==> config.mk <==
export PLATFORM = sky130hd
export DESIGN_NAME = mlaccel_qpi_phy_flat
export DESIGN_NICKNAME = d
export VERILOG_FILES = /design/src/rtl/mlaccel_qpi_phy_if.sv /design/src/rtl/mlaccel_qpi_phy.sv /design/src/flat_wrapper.sv
export SDC_FILE = /design/constraint.sdc
export NUM_CORES = 1
export LEC_CHECK = 0
export ABC_AREA = 1
export BUFFER_PORTS_ARGS = -buffer_cell sky130_fd_sc_hd__buf_2
export CAP_MARGIN = 20
export CORE_MARGIN = 2
export CORE_UTILIZATION = 46
export CTS_BUF_LIST = sky130_fd_sc_hd__clkbuf_4 sky130_fd_sc_hd__clkbuf_8
export DETAILED_ROUTE_END_ITERATION = 8
export GPL_TIMING_DRIVEN = 0
export PLACE_DENSITY = 0.77
export SYNTH_ARGS = -nofsm -noshare
export SYNTH_HDL_FRONTEND = slang
export SYNTH_SLANG_ARGS = --single-unit
==> constraint.sdc <==
create_clock -name clock -period 3.5 [get_ports clock]
set_clock_uncertainty 0.2 [all_clocks]
set_input_delay 0.525 -clock clock [delete_from_list [all_inputs] [get_ports clock]]
set_output_delay 0.525 -clock clock [all_outputs]
set_load 0.01 [all_outputs]
==> src/rtl/mlaccel_qpi_phy_if.sv <==
// Decoder-side bundle of the QPI PHY: received byte stream and send handshake.
// master = PHY, slave = command decoder. frame_err exists only with MLACCEL_QPI_FRAMEERR_EN.
interface mlaccel_qpi_phy_if;
  logic       rx_start;
  logic       rx_stop;
  logic       rx_valid;
  logic [7:0] rx_data;
  logic       tx_mode;
  logic       tx_valid;
  logic [7:0] tx_data;
  logic       tx_ack;
`ifdef MLACCEL_QPI_FRAMEERR_EN
  logic       frame_err;
`endif

  modport master (
    input  tx_mode, tx_valid, tx_data,
    output rx_start, rx_stop, rx_valid, rx_data, tx_ack
`ifdef MLACCEL_QPI_FRAMEERR_EN
    , output frame_err
`endif
  );

  modport slave (
    output tx_mode, tx_valid, tx_data,
    input  rx_start, rx_stop, rx_valid, rx_data, tx_ack
`ifdef MLACCEL_QPI_FRAMEERR_EN
    , input frame_err
`endif
  );
endinterface

==> src/rtl/mlaccel_qpi_phy.sv <==
// QPI slave pin front-end: synchronises and filters host pins, assembles nibbles
// into bytes and serialises response bytes onto qpi_io.
// Ports: clock/reset (async, active-high); qpi_csb/qpi_clk/qpi_io_in host pins;
// qpi_io_out/qpi_io_oe pad drive; dec = decoder bundle (mlaccel_qpi_phy_if.master).
// Option: MLACCEL_QPI_FRAMEERR_EN adds dec.frame_err on a mid-byte frame close.
module mlaccel_qpi_phy #(
  parameter int         SYNC_STAGES   = 2,
  parameter int         FILTER_LEN    = 2,
  parameter logic [7:0] UNDERRUN_BYTE = 8'hFF
) (
  input  logic       clock,
  input  logic       reset,
  input  logic       qpi_csb,
  input  logic       qpi_clk,
  input  logic [3:0] qpi_io_in,
  output logic [3:0] qpi_io_out,
  output logic       qpi_io_oe,
  mlaccel_qpi_phy_if.master dec
);

  typedef enum logic [1:0] {
    IDLE, RECV, SEND, LOCK
  } state_t;

  localparam int         BOOT    = SYNC_STAGES + FILTER_LEN;
  localparam int         BW      = $clog2(BOOT + 1);
  localparam logic [2:0] FLT_TOP = 3'(FILTER_LEN - 1);

  logic [SYNC_STAGES-1:0] csb_sync;
  logic [SYNC_STAGES-1:0] clk_sync;
  logic [3:0]             io_sync [SYNC_STAGES];
  logic                   csb_s;
  logic                   clk_s;
  logic [3:0]             io_s;

  assign csb_s = csb_sync[SYNC_STAGES-1];
  assign clk_s = clk_sync[SYNC_STAGES-1];
  assign io_s  = io_sync[SYNC_STAGES-1];

  always_ff @(posedge clock or posedge reset) begin
    if (reset) begin
      csb_sync <= '1;
      clk_sync <= '1;
      for (int i = 0; i < SYNC_STAGES; i++)
        io_sync[i] <= '0;
    end else begin
      csb_sync <= {csb_sync[SYNC_STAGES-2:0], qpi_csb};
      clk_sync <= {clk_sync[SYNC_STAGES-2:0], qpi_clk};
      io_sync[0] <= qpi_io_in;
      for (int i = 1; i < SYNC_STAGES; i++)
        io_sync[i] <= io_sync[i-1];
    end
  end

  // Level filters: a new level is accepted on its FILTER_LEN-th
  // consecutive sample; the accept strobe doubles as the edge event.
  logic       csb_f;
  logic       clk_f;
  logic [2:0] csb_cnt;
  logic [2:0] clk_cnt;
  logic       csb_acc;
  logic       clk_acc;

  assign csb_acc = (csb_s != csb_f) && (csb_cnt == FLT_TOP);
  assign clk_acc = (clk_s != clk_f) && (clk_cnt == FLT_TOP);

  always_ff @(posedge clock or posedge reset) begin
    if (reset) begin
      csb_f   <= 1'b1;
      csb_cnt <= '0;
    end else if (csb_s == csb_f) begin
      csb_cnt <= '0;
    end else if (csb_acc) begin
      csb_f   <= csb_s;
      csb_cnt <= '0;
    end else begin
      csb_cnt <= csb_cnt + 3'd1;
    end
  end

  always_ff @(posedge clock or posedge reset) begin
    if (reset) begin
      clk_f   <= 1'b1;
      clk_cnt <= '0;
    end else if (clk_s == clk_f) begin
      clk_cnt <= '0;
    end else if (clk_acc) begin
      clk_f   <= clk_s;
      clk_cnt <= '0;
    end else begin
      clk_cnt <= clk_cnt + 3'd1;
    end
  end

  logic csb_fall;
  logic csb_rise;
  logic clk_rise;
  logic clk_fall;

  assign csb_fall = csb_acc & ~csb_s;
  assign csb_rise = csb_acc & csb_s;
  assign clk_rise = clk_acc & clk_s & ~csb_rise;
  assign clk_fall = clk_acc & ~clk_s & ~csb_rise;

  // A csb fall seen while the pipeline is still flushing its reset preload
  // means the host was mid-frame across reset: that frame goes to LOCK.
  logic [BW-1:0] boot;
  logic          boot_busy;

  assign boot_busy = (boot != '0);

  always_ff @(posedge clock or posedge reset) begin
    if (reset)
      boot <= BW'(BOOT);
    else if (boot_busy)
      boot <= boot - 1'b1;
  end

  state_t state;
  state_t nxt;
  logic   phase;

  always_ff @(posedge clock or posedge reset) begin
    if (reset)
      state <= IDLE;
    else
      state <= nxt;
  end

  always_comb begin
    nxt = state;
    if (csb_rise) begin
      nxt = IDLE;
    end else begin
      unique case (state)
        IDLE: if (csb_fall)
                nxt = boot_busy ? LOCK : RECV;
        RECV: if (clk_fall && dec.tx_mode && !phase)
                nxt = SEND;
        SEND: if (clk_fall && !dec.tx_mode)
                nxt = RECV;
        LOCK: nxt = LOCK;
      endcase
    end
  end

  logic       open_ev;
  logic       close_ev;
  logic       cap_en;
  logic       drv_en;
  logic       rel_en;
  logic [7:0] next_byte;

  always_comb begin
    open_ev   = 1'b0;
    close_ev  = 1'b0;
    cap_en    = 1'b0;
    drv_en    = 1'b0;
    rel_en    = 1'b0;
    next_byte = dec.tx_valid ? dec.tx_data : UNDERRUN_BYTE;
    unique case (state)
      IDLE: open_ev = csb_fall & ~boot_busy;
      RECV: begin
        close_ev = csb_rise;
        cap_en   = clk_rise;
        drv_en   = clk_fall & dec.tx_mode & ~phase;
      end
      SEND: begin
        close_ev = csb_rise;
        drv_en   = clk_fall & dec.tx_mode;
        rel_en   = clk_fall & ~dec.tx_mode;
      end
      LOCK: ;
    endcase
  end

  logic [3:0] hi_nib;
  logic [3:0] tx_lo;
  logic [7:0] rx_data_q;
  logic       rx_start_q;
  logic       rx_stop_q;
  logic       rx_valid_q;
  logic       tx_ack_q;
  logic       ferr_q;

  always_ff @(posedge clock or posedge reset) begin
    if (reset) begin
      phase      <= 1'b0;
      hi_nib     <= '0;
      tx_lo      <= '0;
      rx_data_q  <= '0;
      rx_start_q <= 1'b0;
      rx_stop_q  <= 1'b0;
      rx_valid_q <= 1'b0;
      tx_ack_q   <= 1'b0;
      ferr_q     <= 1'b0;
      qpi_io_out <= '0;
      qpi_io_oe  <= 1'b0;
    end else begin
      rx_start_q <= open_ev;
      rx_stop_q  <= close_ev;
      ferr_q     <= close_ev & phase;
      rx_valid_q <= 1'b0;
      tx_ack_q   <= 1'b0;
      if (csb_rise || rel_en) begin
        phase     <= 1'b0;
        qpi_io_oe <= 1'b0;
      end else if (cap_en) begin
        if (!phase) begin
          hi_nib <= io_s;
          phase  <= 1'b1;
        end else begin
          rx_data_q  <= {hi_nib, io_s};
          rx_valid_q <= 1'b1;
          phase      <= 1'b0;
        end
      end else if (drv_en) begin
        qpi_io_oe <= 1'b1;
        if (!phase) begin
          tx_lo      <= next_byte[3:0];
          qpi_io_out <= next_byte[7:4];
          tx_ack_q   <= dec.tx_valid;
          phase      <= 1'b1;
        end else begin
          qpi_io_out <= tx_lo;
          phase      <= 1'b0;
        end
      end
    end
  end

  assign dec.rx_start = rx_start_q;
  assign dec.rx_stop  = rx_stop_q;
  assign dec.rx_valid = rx_valid_q;
  assign dec.rx_data  = rx_data_q;
  assign dec.tx_ack   = tx_ack_q;
`ifdef MLACCEL_QPI_FRAMEERR_EN
  assign dec.frame_err = ferr_q;
`else
  logic ferr_unused;
  assign ferr_unused = ferr_q;
`endif

endmodule
==> src/flat_wrapper.sv <==
// flat-port wrapper written by rule: the top's interface ports become plain ports
module mlaccel_qpi_phy_flat 
#(
  parameter int         SYNC_STAGES   = 2,
  parameter int         FILTER_LEN    = 2,
  parameter logic [7:0] UNDERRUN_BYTE = 8'hFF
)
  (clock, reset, qpi_csb, qpi_clk, qpi_io_in, qpi_io_out, qpi_io_oe, dec_tx_mode, dec_tx_valid, dec_tx_data, dec_rx_start, dec_rx_stop, dec_rx_valid, dec_rx_data, dec_tx_ack);
  mlaccel_qpi_phy_if dec_i ();
  input  logic clock;
  input  logic reset;
  input  logic qpi_csb;
  input  logic qpi_clk;
  input  logic [3:0] qpi_io_in;
  output logic [3:0] qpi_io_out;
  output logic qpi_io_oe;
  input wire logic [$bits(dec_i.tx_mode)-1:0] dec_tx_mode;
  input wire logic [$bits(dec_i.tx_valid)-1:0] dec_tx_valid;
  input wire logic [$bits(dec_i.tx_data)-1:0] dec_tx_data;
  output wire logic [$bits(dec_i.rx_start)-1:0] dec_rx_start;
  output wire logic [$bits(dec_i.rx_stop)-1:0] dec_rx_stop;
  output wire logic [$bits(dec_i.rx_valid)-1:0] dec_rx_valid;
  output wire logic [$bits(dec_i.rx_data)-1:0] dec_rx_data;
  output wire logic [$bits(dec_i.tx_ack)-1:0] dec_tx_ack;
  assign dec_i.tx_mode = dec_tx_mode;
  assign dec_i.tx_valid = dec_tx_valid;
  assign dec_i.tx_data = dec_tx_data;
  assign dec_rx_start = dec_i.rx_start;
  assign dec_rx_stop = dec_i.rx_stop;
  assign dec_rx_valid = dec_i.rx_valid;
  assign dec_rx_data = dec_i.rx_data;
  assign dec_tx_ack = dec_i.tx_ack;
  mlaccel_qpi_phy #(.SYNC_STAGES(SYNC_STAGES), .FILTER_LEN(FILTER_LEN), .UNDERRUN_BYTE(UNDERRUN_BYTE)) u_core (.clock(clock), .reset(reset), .qpi_csb(qpi_csb), .qpi_clk(qpi_clk), .qpi_io_in(qpi_io_in), .qpi_io_out(qpi_io_out), .qpi_io_oe(qpi_io_oe), .dec(dec_i));
endmodule
After elaboration in Yosys (flattened, before gate mapping)
Cells that the tools add are included.
{"block": "word_totals", "register_bits": 51, "inputBits": 18, "output_inout_bits": 17, "elab_cells": 108}
{"block": "classes", "addsub": 3, "eq_ne": 13, "muxes": 31, "bitwise_logic": 20, "reduce_logical": 21}
{"op": "1-bit 2-to-1 mux", "count": 18}
{"op": "3-bit 2-to-1 mux", "count": 4}
{"op": "3-bit AND reduction", "count": 4}
{"op": "1-bit AND", "count": 10}
{"op": "2-bit 2-to-1 mux", "count": 5}
{"op": "1-bit NOT", "count": 10}
{"op": "3-bit by 1-bit != test with 1-bit output (second input constant)", "count": 3}
{"op": "8-bit 2-to-1 mux", "count": 1}
{"op": "2-bit one-hot mux with 4 select lines", "count": 1}
{"op": "3-bit by 1-bit adder with 3-bit output (second input constant)", "count": 2}
{"op": "3-bit by 1-bit equality test with 1-bit output (second input constant)", "count": 2}
{"op": "2-bit AND reduction", "count": 3}
{"op": "3-bit nonzero test", "count": 2}
{"op": "1-bit logical AND", "count": 5}
{"op": "2-bit equality test (second input constant)", "count": 2}
{"op": "4-bit 2-to-1 mux", "count": 1}
{"op": "4-bit AND reduction", "count": 1}
{"op": "3-bit by 1-bit subtractor with 3-bit output (second input constant)", "count": 1}
{"op": "1-bit equality test", "count": 2}
{"op": "2-bit by 1-bit equality test with 1-bit output (second input constant)", "count": 1}
{"op": "1-bit logical NOT", "count": 2}
{"op": "2-bit logical NOT", "count": 1}
{"op": "1-bit != test", "count": 2}
{"op": "2-bit != test (second input constant)", "count": 1}
{"op": "4 further kinds", "count": 4}

Longest topological paths before layout
Gate-level depths: netlist of the first run.
{"block": "logic_depth", "ltp_word": 11, "mapped_depth": 11, "mapped_depth_nobuf": 11}

Least setup slack after synthesis of the first run
OpenSTA, ideal clock, no wires.
{"block": "synth_timing", "path_kind": "register to register", "from": "reg u_core.csb_cnt[0]", "to": "reg u_core.hi_nib[0]", "setup_time_ps": 118, "arrival_time_ps": 1326, "t_required_ps": 3182, "path_slack_ps": 1857, "path_stages_with_launch": 10, "n_path_buf": 0, "synth_period_minus_slack_ps": 1643, "cell_sequence": "dfrtp_1 ha_1 inv_1 nor2_2 nand2_4 inv_6 a31oi_4 nand3_4 nand2_1 o21ai_2"}
{"block": "synth_between", "elab_chain_cells": 10, "elab_cells_between_ends": 12, "classes_between": "1 x eq/ne; 2 x mux; 6 x bitwise; 3 x reduce/logical"}
{"element": "from (decl)", "line": "mlaccel_qpi_phy.sv:59", "text": "logic [2:0] csb_cnt;"}
{"element": "from (signal assigned)", "line": "mlaccel_qpi_phy.sv:77", "text": "csb_cnt <= csb_cnt + 3'd1;"}
{"element": "3-bit by 1-bit equality test with 1-bit output (*)", "line": "mlaccel_qpi_phy.sv:64", "text": "assign csb_acc = (csb_s != csb_f) && (csb_cnt == FLT_TOP);"}
{"element": "1-bit logical AND (*)", "line": "mlaccel_qpi_phy.sv:64"}
{"element": "1-bit AND (*)", "line": "mlaccel_qpi_phy.sv:101", "text": "assign csb_rise = csb_acc & csb_s;"}
{"element": "1-bit NOT", "line": "mlaccel_qpi_phy.sv:102, mlaccel_qpi_phy.sv:103"}
{"element": "1-bit AND", "line": "mlaccel_qpi_phy.sv:103", "text": "assign clk_fall = clk_acc & ~clk_s & ~csb_rise;"}
{"element": "1-bit AND", "line": "mlaccel_qpi_phy.sv:171", "text": "rel_en = clk_fall & ~dec.tx_mode;"}
{"element": "1-bit 2-to-1 mux", "line": "mlaccel_qpi_phy.sv:161", "text": "unique case (state)"}
{"element": "1-bit logical OR", "line": "mlaccel_qpi_phy.sv:205", "text": "if (csb_rise || rel_en) begin"}
{"element": "1-bit NOT (no source line)"}
{"element": "3-bit AND reduction (no source line) (*)"}
{"element": "to (signal assigned)", "line": "mlaccel_qpi_phy.sv:210", "text": "hi_nib <= io_s;"}
{"element": "to (decl)", "line": "mlaccel_qpi_phy.sv:177", "text": "logic [3:0] hi_nib;"}
Every way passes the cells marked *; elsewhere a longest branch is shown, timed or not.
A chain may end at the register's enable or synchronous reset.

Worst setup path after layout of the first run
Ends and elaborated chain as after synthesis.

==> results.md, run 1 <==
- Share of the yosys chip area belonging to registers: 58.3%
- Clock sink count: 51
- Count of port buffers added during placement: 34
- Synthesis Warnings: 0
- Area of combinational cells with multiple inputs: 790 um^2
- Share of async-settable or async-resettable flops after synthesis: 100%
- Required time at the endpoint of the critical path: 3.51 ns
- Main combinational cell family by area after synthesis: simple AND/OR/NAND/NOR gates
- CTS clock-pin slew for the worst setup and hold paths: 0.09 ns
- Row count: 25
- Vias per cell: 4.82
- Count of hold buffers inserted by post-cts repair: 1
- Residual overflow from global routing: 0
- Fraction of synthesized cell area taken by the top area cell type: 49.9%
- Number of endpoints failing setup at the final stage: 0
- Dpl hpwl: 2600 um
- Number of diodes added for antenna fixing: 0
- Residual DRC: 0
- Portion of netlist area occupied by mux cells: 0%
- Clock network latency to the later pin of the worst-skew pair: 0.31 ns
- Largest stage delay on the critical path: 0.41 ns
- CTS tree: built
- Post-synth top flop: sky130_fd_sc_hd__dfrtp_1
- # nets final: 286
- Drt pass-1 iters: 4
- Overall Power: 1.78 mW
- Crit path max-delay family: simple AND/OR/NAND/NOR gates
- Wire length of the first global-routing pass: 6090 um
- Synth Instances: 214
- Total number of vias: 1,503
- Combined buffer and inverter count along the critical path: 2
- Total core area: 4660 um^2
- Xor-xnor portion of the synthesized cell area: 1.59%
- Share of the clock period used by the worst path: 50.6%
- Chip Height: 73.2 um
- Hold WC Path Type: primary input to flip-flop
- Top-Level Pins: 35
- CP max-delay cell: sky130_fd_sc_hd__dfrtp_1
- Area growth from synthesis to layout: 16.6%
- Static power due to leakage: 1.36 nW
- Main area contributors after synthesis: sky130_fd_sc_hd__dfrtp_1 50%, sky130_fd_sc_hd__dfstp_2 8.3%, sky130_fd_sc_hd__nand2_1 7.3%
- Worst-path cell chain: ha_1 > inv_1 > nor2_2 > nand2_4 > inv_6 > a31oi_4 > nand3_4 > nand2_1 > o21ai_2
- Leading area contributor after synthesis: sky130_fd_sc_hd__dfrtp_1
- Library cell with the highest instance count after synthesis: sky130_fd_sc_hd__dfrtp_1
- Power per cell area: 693 nW/um^2
- Synthesized-area fraction occupied by ao, oa, aoi and oai cells: 7.15%
- Commonest cells in the synthesized netlist: 44 x sky130_fd_sc_hd__dfrtp_1, 43 x sky130_fd_sc_hd__nand2_1, 23 x sky130_fd_sc_hd__inv_1
- Vias in the first global route: 1,447
- Gp weighted congestion: 0.714
- Post-route cell area: 2570 um^2
- Total Negative Setup Slacks: 0 ns
- Synthesized cell area: 2200 um^2
- Number of synthesized flops with an enable pin: 0
- Total placed cells including tap cells: 303
- Crit path max fanout: 8
- Worst-case clock buffer depth: 2
- Number of buffers added for setup after CTS: 0
- Util after Layout: 55.2%
- Mapped Nets: 243
- Post-route ant nets: 0
- Slew at the pin closest to its max-slew limit: 0.330 ns
- VDD IR-drop max: 332 uV
- Distinct cell type count after synthesis: 31
- Mapped Avg Cell Area: 10.3 um^2
- Post-DR wirelength/cell: 11.3 um
- Worst slew margin: 77.9%
- Post-cts repair resize count: 0
- Final Hold Violating Endpoints: 0
- H-tree levels: 2
- Number of antenna violations at the first check in global routing: 0
- Minimum period implied by the final worst setup slack: 1.77 ns
- Data arrival time of the critical path: 1.78 ns
- Nature of the critical path startpoint: flip-flop
- Outcome: complete, no violations
- Slew Viols, Final: 0
- Nature of the critical path endpoint: flip-flop
- Die W: 73.2 um
- Final WL: 3520 um
- Number of buffers created by CTS: 5
- Clock Tree Root: sky130_fd_sc_hd__clkbuf_8
- Initial cell density of the core: 47.3%
- Area occupied by registers: 1280 um^2
- Die footprint: 5360 um^2
- Fmax: 565 MHz
- Iter 0 DRT Violations: 77
- #FFs+latches synth: 51
- Final cell count without fillers: 312
- Post-Place Cell Area: 2460 um^2
- Largest net degree at the start of global routing: 41
- Fraction of layout cells with a size suffix above 1: 27.9%
- Filler cell count in the final layout: 424
- Category of the most critical setup path: flip-flop to flip-flop
- GRT Resource Usage Total: 14.9%
- Number of max-capacitance violations reported: 0
- RSZ-0062 raised after global routing: no
- Arithmetic-cell share of the synthesized area counting full adders, half adders and majority gates: 6.24%
- Fraction of the mapped netlist area in simple logic gates: 20.8%
## logic make-up after synthesis
group | Yosys count
adders and majority gates | 11
buffers and inverters | 30
and+or+nand+nor | 92
xor gates and xnor gates | 4
DFF | 51
AOI/OAI and AO/OA | 26
## per-stage QoR
stage,hold WS [ns],worst slack (ns)
2_1_floorplan,0.131,1.56
3_3_place_gp,0.133,0.989
3_5_place_dp,0.135,1.73
4_1_cts,0.101,1.72
5_1_grt,0.103,1.57
6_report,0.113,1.73
## cells in the final DEF (no fill, tap or decap), types with 2 or more instances in the layout
| master | count |
|---|---|
| sky130_fd_sc_hd__a21oi_1 | 3 |
| sky130_fd_sc_hd__buf_2 | 35 |
| sky130_fd_sc_hd__clkbuf_8 | 6 |
| sky130_fd_sc_hd__dfrtp_1 | 44 |
| sky130_fd_sc_hd__dfstp_2 | 7 |
| sky130_fd_sc_hd__ha_1 | 11 |
| sky130_fd_sc_hd__inv_1 | 22 |
| sky130_fd_sc_hd__inv_2 | 4 |
| sky130_fd_sc_hd__nand2_1 | 43 |
| sky130_fd_sc_hd__nand2_4 | 2 |
| sky130_fd_sc_hd__nand3_1 | 12 |
| sky130_fd_sc_hd__nand3_2 | 2 |
| sky130_fd_sc_hd__nand4_1 | 4 |
| sky130_fd_sc_hd__nor2_1 | 17 |
| sky130_fd_sc_hd__nor2_2 | 3 |
| sky130_fd_sc_hd__nor3_1 | 4 |
| sky130_fd_sc_hd__o21ai_0 | 4 |
| sky130_fd_sc_hd__o21ai_1 | 12 |
| sky130_fd_sc_hd__o22ai_1 | 4 |
| sky130_fd_sc_hd__xnor2_1 | 2 |
| sky130_fd_sc_hd__xor2_1 | 2 |
## state kept, by name, summed over array words and instances, names as in the netlist, 2 cells and up
name and count:
u_core.boot 3, u_core.state 2, u_core.clk_cnt 3, u_core.csb_cnt 3, u_core.tx_lo 4, u_core.dec.rx_data 8
u_core.csb_sync 2, u_core.qpi_io_out 4, u_core.clk_sync 2, u_core.hi_nib 4, u_core.io_sync 4, u_core.io_s 4
## path summary, 6_finish.rpt
path	from	end	slack, ns	cells past startpoint
max	u_core.csb_cnt[0]	u_core.hi_nib[0]	1.73	9
min	qpi_csb	u_core.csb_sync[0]	0.11	1
max reg2reg	u_core.csb_cnt[0]	u_core.hi_nib[0]	1.73	9
min reg2reg	u_core.io_sync[4]	u_core.io_s[0]	0.15	0
max in group asynchronous	reset	u_core.clk_f	2.05	4
min in group asynchronous	reset	u_core.dec.rx_data[7]	0.50	3
## routing by layer
metal | global-route usage (%) | wire length (um) | vias to the layer above
met5 | 0 | 0 | -
met4 | 8.64 | 92 | 0
met3 | 2.90 | 145 | 7
li1 | - | - | 777
met2 | 23.9 | 1670 | 30
met1 | 18.7 | 1610 | 689
## power breakdown
group	switching, mW	total (mW)	internal, mW
Sequential	0.0889	0.837	0.748
Combinational	0.363	0.592	0.230
Clock	0.190	0.352	0.161
## cell type report
class                   count  share of cell area (%)
clock inverters             2                   0.633
multi-input cells         133                    30.7
inverters                  27                    4.14
plain buffers               3                   0.925
well taps                  54                    2.63
flip-flops and latches     51                    50.0
repair buffers             36                    7.79
clock buffers               6                    3.21
Note: power is estimated with default switching activity, not from simulation.
==> run 2, diff against run 1 <==
--- a/config.mk
+++ b/config.mk
@@ -13,7 +13,7 @@
 export CTS_BUF_LIST = sky130_fd_sc_hd__clkbuf_4 sky130_fd_sc_hd__clkbuf_8
 export DETAILED_ROUTE_END_ITERATION = 8
 export GPL_TIMING_DRIVEN = 0
-export PLACE_DENSITY = 0.77
+export PLACE_DENSITY = 0.8
 export SYNTH_ARGS = -nofsm -noshare
 export SYNTH_HDL_FRONTEND = slang
 export SYNTH_SLANG_ARGS = --single-unit
==> constraint.sdc (replaced) <==
create_clock -name clock -period 1.4 [get_ports clock]
set_clock_uncertainty 0.2 [all_clocks]
set_input_delay 0.21 -clock clock [delete_from_list [all_inputs] [get_ports clock]]
set_output_delay 0.21 -clock clock [all_outputs]
set_load 0.01 [all_outputs]
==> results.md, run 2 (same netlist as run 1, synthesis figures left out) <==
- Crit path max fanout: 5 (-3)
- Die W: 73.2 um (unchanged)
- CP max-delay cell: sky130_fd_sc_hd__dfrtp_1
- Flop pwr share: 39.1% (-7.9 points)
- Chip Height: 73.2 um (unchanged)
- GRT Resource Usage Total: 18.5% (+3.6 points)
- Total core area: 4660 um^2 (unchanged)
- Number of diodes added for antenna fixing: 0 (unchanged)
- Share of the clock period used by the worst path: 124% (+74 points)
- Slew at the pin closest to its max-slew limit: 0.240 ns (-0.0905 ns)
- Clock Tree Root: sky130_fd_sc_hd__clkbuf_8
- Final Hold Violating Endpoints: 0 (unchanged)
- Worst-path cell chain: buf_4 > ha_2 > a21oi_2 > nor2_4 > nand3_4 > buf_6 > nand2_1 > o21ai_1
- Fmax: 575 MHz (+1.7%)
- RSZ-0062 raised after global routing: yes
- Power per cell area: 1740 nW/um^2 (+150%)
- Dpl hpwl: 2760 um (+6.0%)
- # nets final: 323 (+13%)
- VDD IR-drop max: 809 uV (+140%)
- Number of endpoints failing setup at the final stage: 28 (+28)
- Failing checks: setup timing
- Most frequent standard cell in the layout excluding fill and tap cells: sky130_fd_sc_hd__dfrtp_1
- Category of the most critical setup path: flip-flop to flip-flop
- Area growth from synthesis to layout: 44.4%
- Final cell count without fillers: 349 (+12%)
- Gp weighted congestion: 0.764 (+6.9%)
- Final WL: 4900 um (+39%)
- Minimum setup slack in the final design: -0.339 ns (-2.07 ns)
- Switching power as a share of total power: 38.3% (+2.3 points)
- Combined buffer and inverter count along the critical path: 2 (unchanged)
- Post-route ant nets: 0 (unchanged)
- CTS clock-pin slew for the worst setup and hold paths: 0.09 ns (about the same)
- Overall Power: 5.54 mW (+210%)
- Slew Viols, Final: 0 (unchanged)
- Flip-flop count of the largest register after layout: 8 (unchanged)
- Initial cell density of the core: 47.3% (unchanged)
- CTS tree: built
- Row count: 25 (unchanged)
- Part of the total power dissipated in combinational logic: 44.6% (+11 points)
- Top-Level Pins: 35 (unchanged)
- Vias per cell: 5.09 (+5.6%)
- Residual overflow from global routing: 0 (unchanged)
- Static power due to leakage: 1.58 nW (+17%)
- Total Negative Setup Slacks: -7.67 ns (-7.67 ns)
- Residual DRC: 0 (unchanged)
- Nature of the critical path startpoint: flip-flop
- Total number of vias: 1,775 (+18%)
- Fraction of layout cells with a size suffix above 1: 51.5% (+24 points)
- Largest net degree at the start of global routing: 52 (+27%)
- Util after Layout: 68.3% (+13 points)
- Wire length of the first global-routing pass: 7650 um (+25%)
- Hold WC Path Type: primary input to flip-flop
- Iter 0 DRT Violations: 66 (-14%)
- Data arrival time of the critical path: 1.73 ns (-0.05 ns)
- Vias in the first global route: 1,720 (+19%)
- Clock sink count: 51 (unchanged)
- Top library cells by usage in the layout, fill and taps aside: 43 x sky130_fd_sc_hd__dfrtp_1, 34 x sky130_fd_sc_hd__buf_2, 25 x sky130_fd_sc_hd__nand2_1
- Post-DR wirelength/cell: 14.0 um (+25%)
- Worst slew margin: 84.0% (+6.1 points)
- Filler cell count in the final layout: 318 (-25%)
- Clock network power share: 16.3% (-3.4 points)
- H-tree levels: 2 (unchanged)
- Minimum period implied by the final worst setup slack: 1.74 ns (-0.0303 ns)
- Die footprint: 5360 um^2 (unchanged)
- Switching component of the power: 2.12 mW (+230%)
- Clock network latency to the later pin of the worst-skew pair: 0.30 ns (about the same)
- Required time at the endpoint of the critical path: 1.39 ns (-2.12 ns)
- Total placed cells including tap cells: 302 (-0.33%)
- Drt pass-1 iters: 4 (unchanged)
- Outcome: finished, violations left
- Crit path max-delay family: flip-flops
- Count of port buffers added during placement: 34 (unchanged)
- Internal power: 3.42 mW (+200%)
- Worst-case clock buffer depth: 2 (unchanged)
- Largest stage delay on the critical path: 0.45 ns (+0.04 ns)
- Number of buffers created by CTS: 5 (unchanged)
- Number of max-capacitance violations reported: 0 (unchanged)
- Number of antenna violations at the first check in global routing: 0 (unchanged)
- Nature of the critical path endpoint: flip-flop
==> run 2: cell types whose count changed in the layout (fill, tap and decap cells not counted), sizes merged <==
| cell | change |
|---|---|
| nand2 | +1 |
| dlygate4sd3 | +10 |
| clkbuf | +1 |
| buf | +26 |
| clkinv | -1 |
==> run 2: worst min-delay path, stage by stage <==
cell,delay (ns)
sky130_fd_sc_hd__buf_2,0.08
sky130_fd_sc_hd__o22ai_1,0.06
sky130_fd_sc_hd__o21ai_1,0.12
==> run 2: layer usage <==
layer / global-route usage, % / part of all wire [%]
met1: 23.2 / 42
met2: 31.3 / 52
met3: 3.59 / 3.4
met4: 7.00 / 2.6
met5: 0 / 0
==> run 2: worst paths after layout <==
check | start | endpoint | slack (ns) | cells after the start
setup / recovery | u_core.state[1] | u_core.qpi_io_out[0] | -0.34 | 8
hold / removal | dec_tx_data[6] | u_core.qpi_io_out[2] | 0.008 | 3
setup reg to reg | u_core.state[1] | u_core.qpi_io_out[0] | -0.34 | 8
hold reg to reg | u_core.io_sync[7] | u_core.io_s[3] | 0.16 | 0
max in group asynchronous | reset | u_core.csb_f | 0.33 | 4
min in group asynchronous | reset | u_core.hi_nib[3] | 0.15 | 3
==> run 2: area by class of cell <==
class	count	area, um^2	area share [%]
buffer	3	30.0	0.943
clock buffer	7	90.1	2.83
clock inverter	1	8.76	0.275
inverter	27	118	3.69
multi-input combinational	134	1050	33.0
sequential	51	1290	40.4
tap	54	67.6	2.12
timing repair buffer	72	534	16.8
==> run 2: through the flow <==
step	setup WS, ns	area (um^2)	hold slack [ns]
3_5_place_dp	-0.359	2510	0.122
4_1_cts	-0.293	2940	-0.0251
2_1_floorplan	-0.210	2270	0.0145
6_report	-0.339	3180	0.00804
5_1_grt	-0.394	3180	0.0251
3_3_place_gp	-0.306	2510	0.115
==> run 2: timing repair <==
item	in CTS	in global routing
pin swaps	13	17
hold endpoints to repair	54	46
endpoints found under the setup margin	30	32
gates resized for setup	33	32
setup buffers	14	12
cloned	2	0
hold buffers	10	1
==> run 2: power groups by stage <==
stage	Clock (mW)	Sequential [mW]	Combinational [mW]
global placement	0	2.11	1.60
global route	0.979	2.21	2.72
CTS	0.916	2.11	2.10
floorplan	0	2.14	1.24
finish	0.906	2.17	2.47
detailed placement	0	2.13	1.67
==> run 3, diff against run 2 <==
--- a/config.mk
+++ b/config.mk
@@ -13,7 +13,8 @@
 export CTS_BUF_LIST = sky130_fd_sc_hd__clkbuf_4 sky130_fd_sc_hd__clkbuf_8
 export DETAILED_ROUTE_END_ITERATION = 8
 export GPL_TIMING_DRIVEN = 0
-export PLACE_DENSITY = 0.8
+export HOLD_SLACK_MARGIN = 0.05
+export PLACE_DENSITY = 0.81
 export SYNTH_ARGS = -nofsm -noshare
 export SYNTH_HDL_FRONTEND = slang
 export SYNTH_SLANG_ARGS = --single-unit
==> results.md, run 3 (same netlist as run 1, synthesis figures left out) <==
- Outcome: finished, violations left
- Failing checks: setup timing
- CP max-delay cell: sky130_fd_sc_hd__dfrtp_1
- CTS tree: built
- Util after Layout: 69.6% (+1.3 points)
- Number of diodes added for antenna fixing: 0 (unchanged)
- Number of buffers created by CTS: 5 (unchanged)
- Total core area: 4660 um^2 (unchanged)
- Switching power as a share of total power: 38.4% (+0.10 points)
- Worst-case clock buffer depth: 2 (unchanged)
- # nets final: 327 (+1.2%)
- CTS clock-pin slew for the worst setup and hold paths: 0.10 ns (about the same)
- VDD IR-drop max: 995 uV (+23%)
- Data arrival time of the critical path: 1.84 ns (+0.11 ns)
- Largest stage delay on the critical path: 0.40 ns (-0.05 ns)
- Number of antenna violations at the first check in global routing: 0 (unchanged)
- Die footprint: 5360 um^2 (unchanged)
- Clock Tree Root: sky130_fd_sc_hd__clkbuf_8
- Required time at the endpoint of the critical path: 1.45 ns (+0.06 ns)
- Chip Height: 73.2 um (unchanged)
- Final WL: 5400 um (+10%)
- Flop pwr share: 38.0% (-1.1 points)
- Total number of vias: 1,809 (+1.9%)
- Switching component of the power: 2.18 mW (+2.7%)
- Dpl hpwl: 2610 um (-5.5%)
- Power per cell area: 1750 nW/um^2 (+0.59%)
- Residual DRC: 0 (unchanged)
- RSZ-0062 raised after global routing: yes
- Largest net degree at the start of global routing: 52 (unchanged)
- Minimum period implied by the final worst setup slack: 1.79 ns (+0.0475 ns)
- Worst-path cell chain: inv_1 > ha_2 > inv_2 > nor2_4 > nand2_4 > buf_4 > nand4_1 > nand3_2 > nand3_2 > nand2_1 > nand2_1
- Flip-flop count of the largest register after layout: 8 (unchanged)
- Post-DR wirelength/cell: 15.3 um (+8.9%)
- Fraction of layout cells with a size suffix above 1: 49.2% (-2.4 points)
- Initial cell density of the core: 47.3% (unchanged)
- Static power due to leakage: 1.60 nW (+1.0%)
- Row count: 25 (unchanged)
- Final Hold Violating Endpoints: 0 (unchanged)
- GRT Resource Usage Total: 18.5% (+0.027 points)
- Nature of the critical path startpoint: flip-flop
- Internal power: 3.50 mW (+2.3%)
- Wire length of the first global-routing pass: 7530 um (-1.5%)
- Category of the most critical setup path: flip-flop to flip-flop
- Drt pass-1 iters: 4 (unchanged)
- Minimum setup slack in the final design: -0.387 ns (-0.0475 ns)
- Post-route ant nets: 0 (unchanged)
- Top library cells by usage in the layout, fill and taps aside: 43 x sky130_fd_sc_hd__dfrtp_1, 34 x sky130_fd_sc_hd__buf_2, 22 x sky130_fd_sc_hd__nand2_1
- Nature of the critical path endpoint: flip-flop
- Top-Level Pins: 35 (unchanged)
- Share of the clock period used by the worst path: 128% (+3.4 points)
- Count of port buffers added during placement: 34 (unchanged)
- Iter 0 DRT Violations: 123 (+86%)
- Clock network latency to the later pin of the worst-skew pair: 0.31 ns (about the same)
- Fmax: 560 MHz (-2.7%)
- Die W: 73.2 um (unchanged)
- Number of max-capacitance violations reported: 0 (unchanged)
- Area growth from synthesis to layout: 47.1%
- Dpl ws: -0.353 ns (+0.00623 ns)
- Part of the total power dissipated in combinational logic: 43.4% (-1.2 points)
- Most frequent standard cell in the layout excluding fill and tap cells: sky130_fd_sc_hd__dfrtp_1
- Gp weighted congestion: 0.765 (about the same)
- Slew at the pin closest to its max-slew limit: 0.481 ns (+0.242 ns)
- Slew Viols, Final: 0 (unchanged)
- Hold WC Path Type: primary input to flip-flop
- Vias per cell: 5.12 (+0.76%)
- Vias in the first global route: 1,688 (-1.9%)
- Worst slew margin: 67.8% (-16 points)
- Number of endpoints failing setup at the final stage: 30 (+7.1%)
- Clock network power share: 18.6% (+2.3 points)
- Crit path max fanout: 4 (-1)
- Clock sink count: 51 (unchanged)
- H-tree levels: 2 (unchanged)
- Residual overflow from global routing: 0 (unchanged)
## run 3: cell types whose count changed in the layout (fill, tap and decap cells not counted), moves of 3 or more
| cell | before | now |
|---|---|---|
| sky130_fd_sc_hd__dlygate4sd3_1 | 11 | 16 |
| sky130_fd_sc_hd__nand3_1 | 3 | 7 |
| sky130_fd_sc_hd__nand3_2 | 9 | 5 |
| sky130_fd_sc_hd__buf_6 | 9 | 6 |
| sky130_fd_sc_hd__nand2_1 | 25 | 22 |
## run 3: area by class of cell
type	count	area, um^2
inverters	27	120
plain buffers	3	26.3
clock buffers	5	68.8
repair buffers	76	569
multi-input cells	134	1060
flip-flops and latches	51	1290
fillers	297	1420
clock inverters	3	47.5
well taps	54	67.6
## run 3: layer usage
metal  vias up  GRT usage, %  wire length, um
met5         -             0                0
met2        52          32.0             3040
met3        11          4.14              160
met1       884          23.0             2110
met4         0          5.56               92
li1        862             -                -
## run 3: path summary, 6_finish.rpt
path	start	endpoint	slack (ns)	cells past startpoint
worst max register to register	u_core.csb_cnt[1]	u_core.state[1]	-0.39	11
worst min-delay path	dec_tx_mode	u_core.tx_lo[0]	0.10	3
worst min register to register	u_core.io_sync[5]	u_core.io_s[1]	0.16	0
min in group asynchronous	reset	u_core.dec.rx_data[0]	0.27	3
worst max-delay path	u_core.csb_cnt[1]	u_core.state[1]	-0.39	11
max in group asynchronous	reset	u_core.csb_sync[0]	0.17	4
## run 3: what timing repair did
item                                   4_1_cts  5_1_grt
pin swaps                                   10       13
resized for setup                           13       51
cloned                                       1        1
setup endpoints to repair                   29       31
hold buffers                                15        1
setup buffers                               12       12
endpoints found under the hold margin       59       16
## run 3: stage by stage
step	area, um^2	setup TNS [ns]	hold WS, ns	total power [mW]	cells
3_5_place_dp	2510	-7.62	0.117	3.78	302
6_report	3240	-7.86	0.102	5.68	353
4_1_cts	2920	-6.77	-0.0379	5.13	338
5_1_grt	3240	-9.83	0.107	6.03	353
3_3_place_gp	2510	-6.63	0.115	3.71	302
2_1_floorplan	2270	-3.84	0.0145	3.38	214
## run 3: power groups by stage
stage               registers [mW]  clock network, mW  logic (mW)
finish                        2.16               1.06        2.47
global route                  2.19               1.13        2.70
global placement              2.12                  0        1.59
CTS                           2.09               1.07        1.97
detailed placement            2.12                  0        1.66
floorplan                     2.14                  0        1.24
## run 3: critical path, delay by kind of cell (launching register included)
family / cells / cell delay, ns
adder cells (fa/ha/maj): 1 / 0.18
buffers and inverters: 3 / 0.28
flip-flops: 1 / 0.40
AND/OR/NAND/NOR: 7 / 0.68
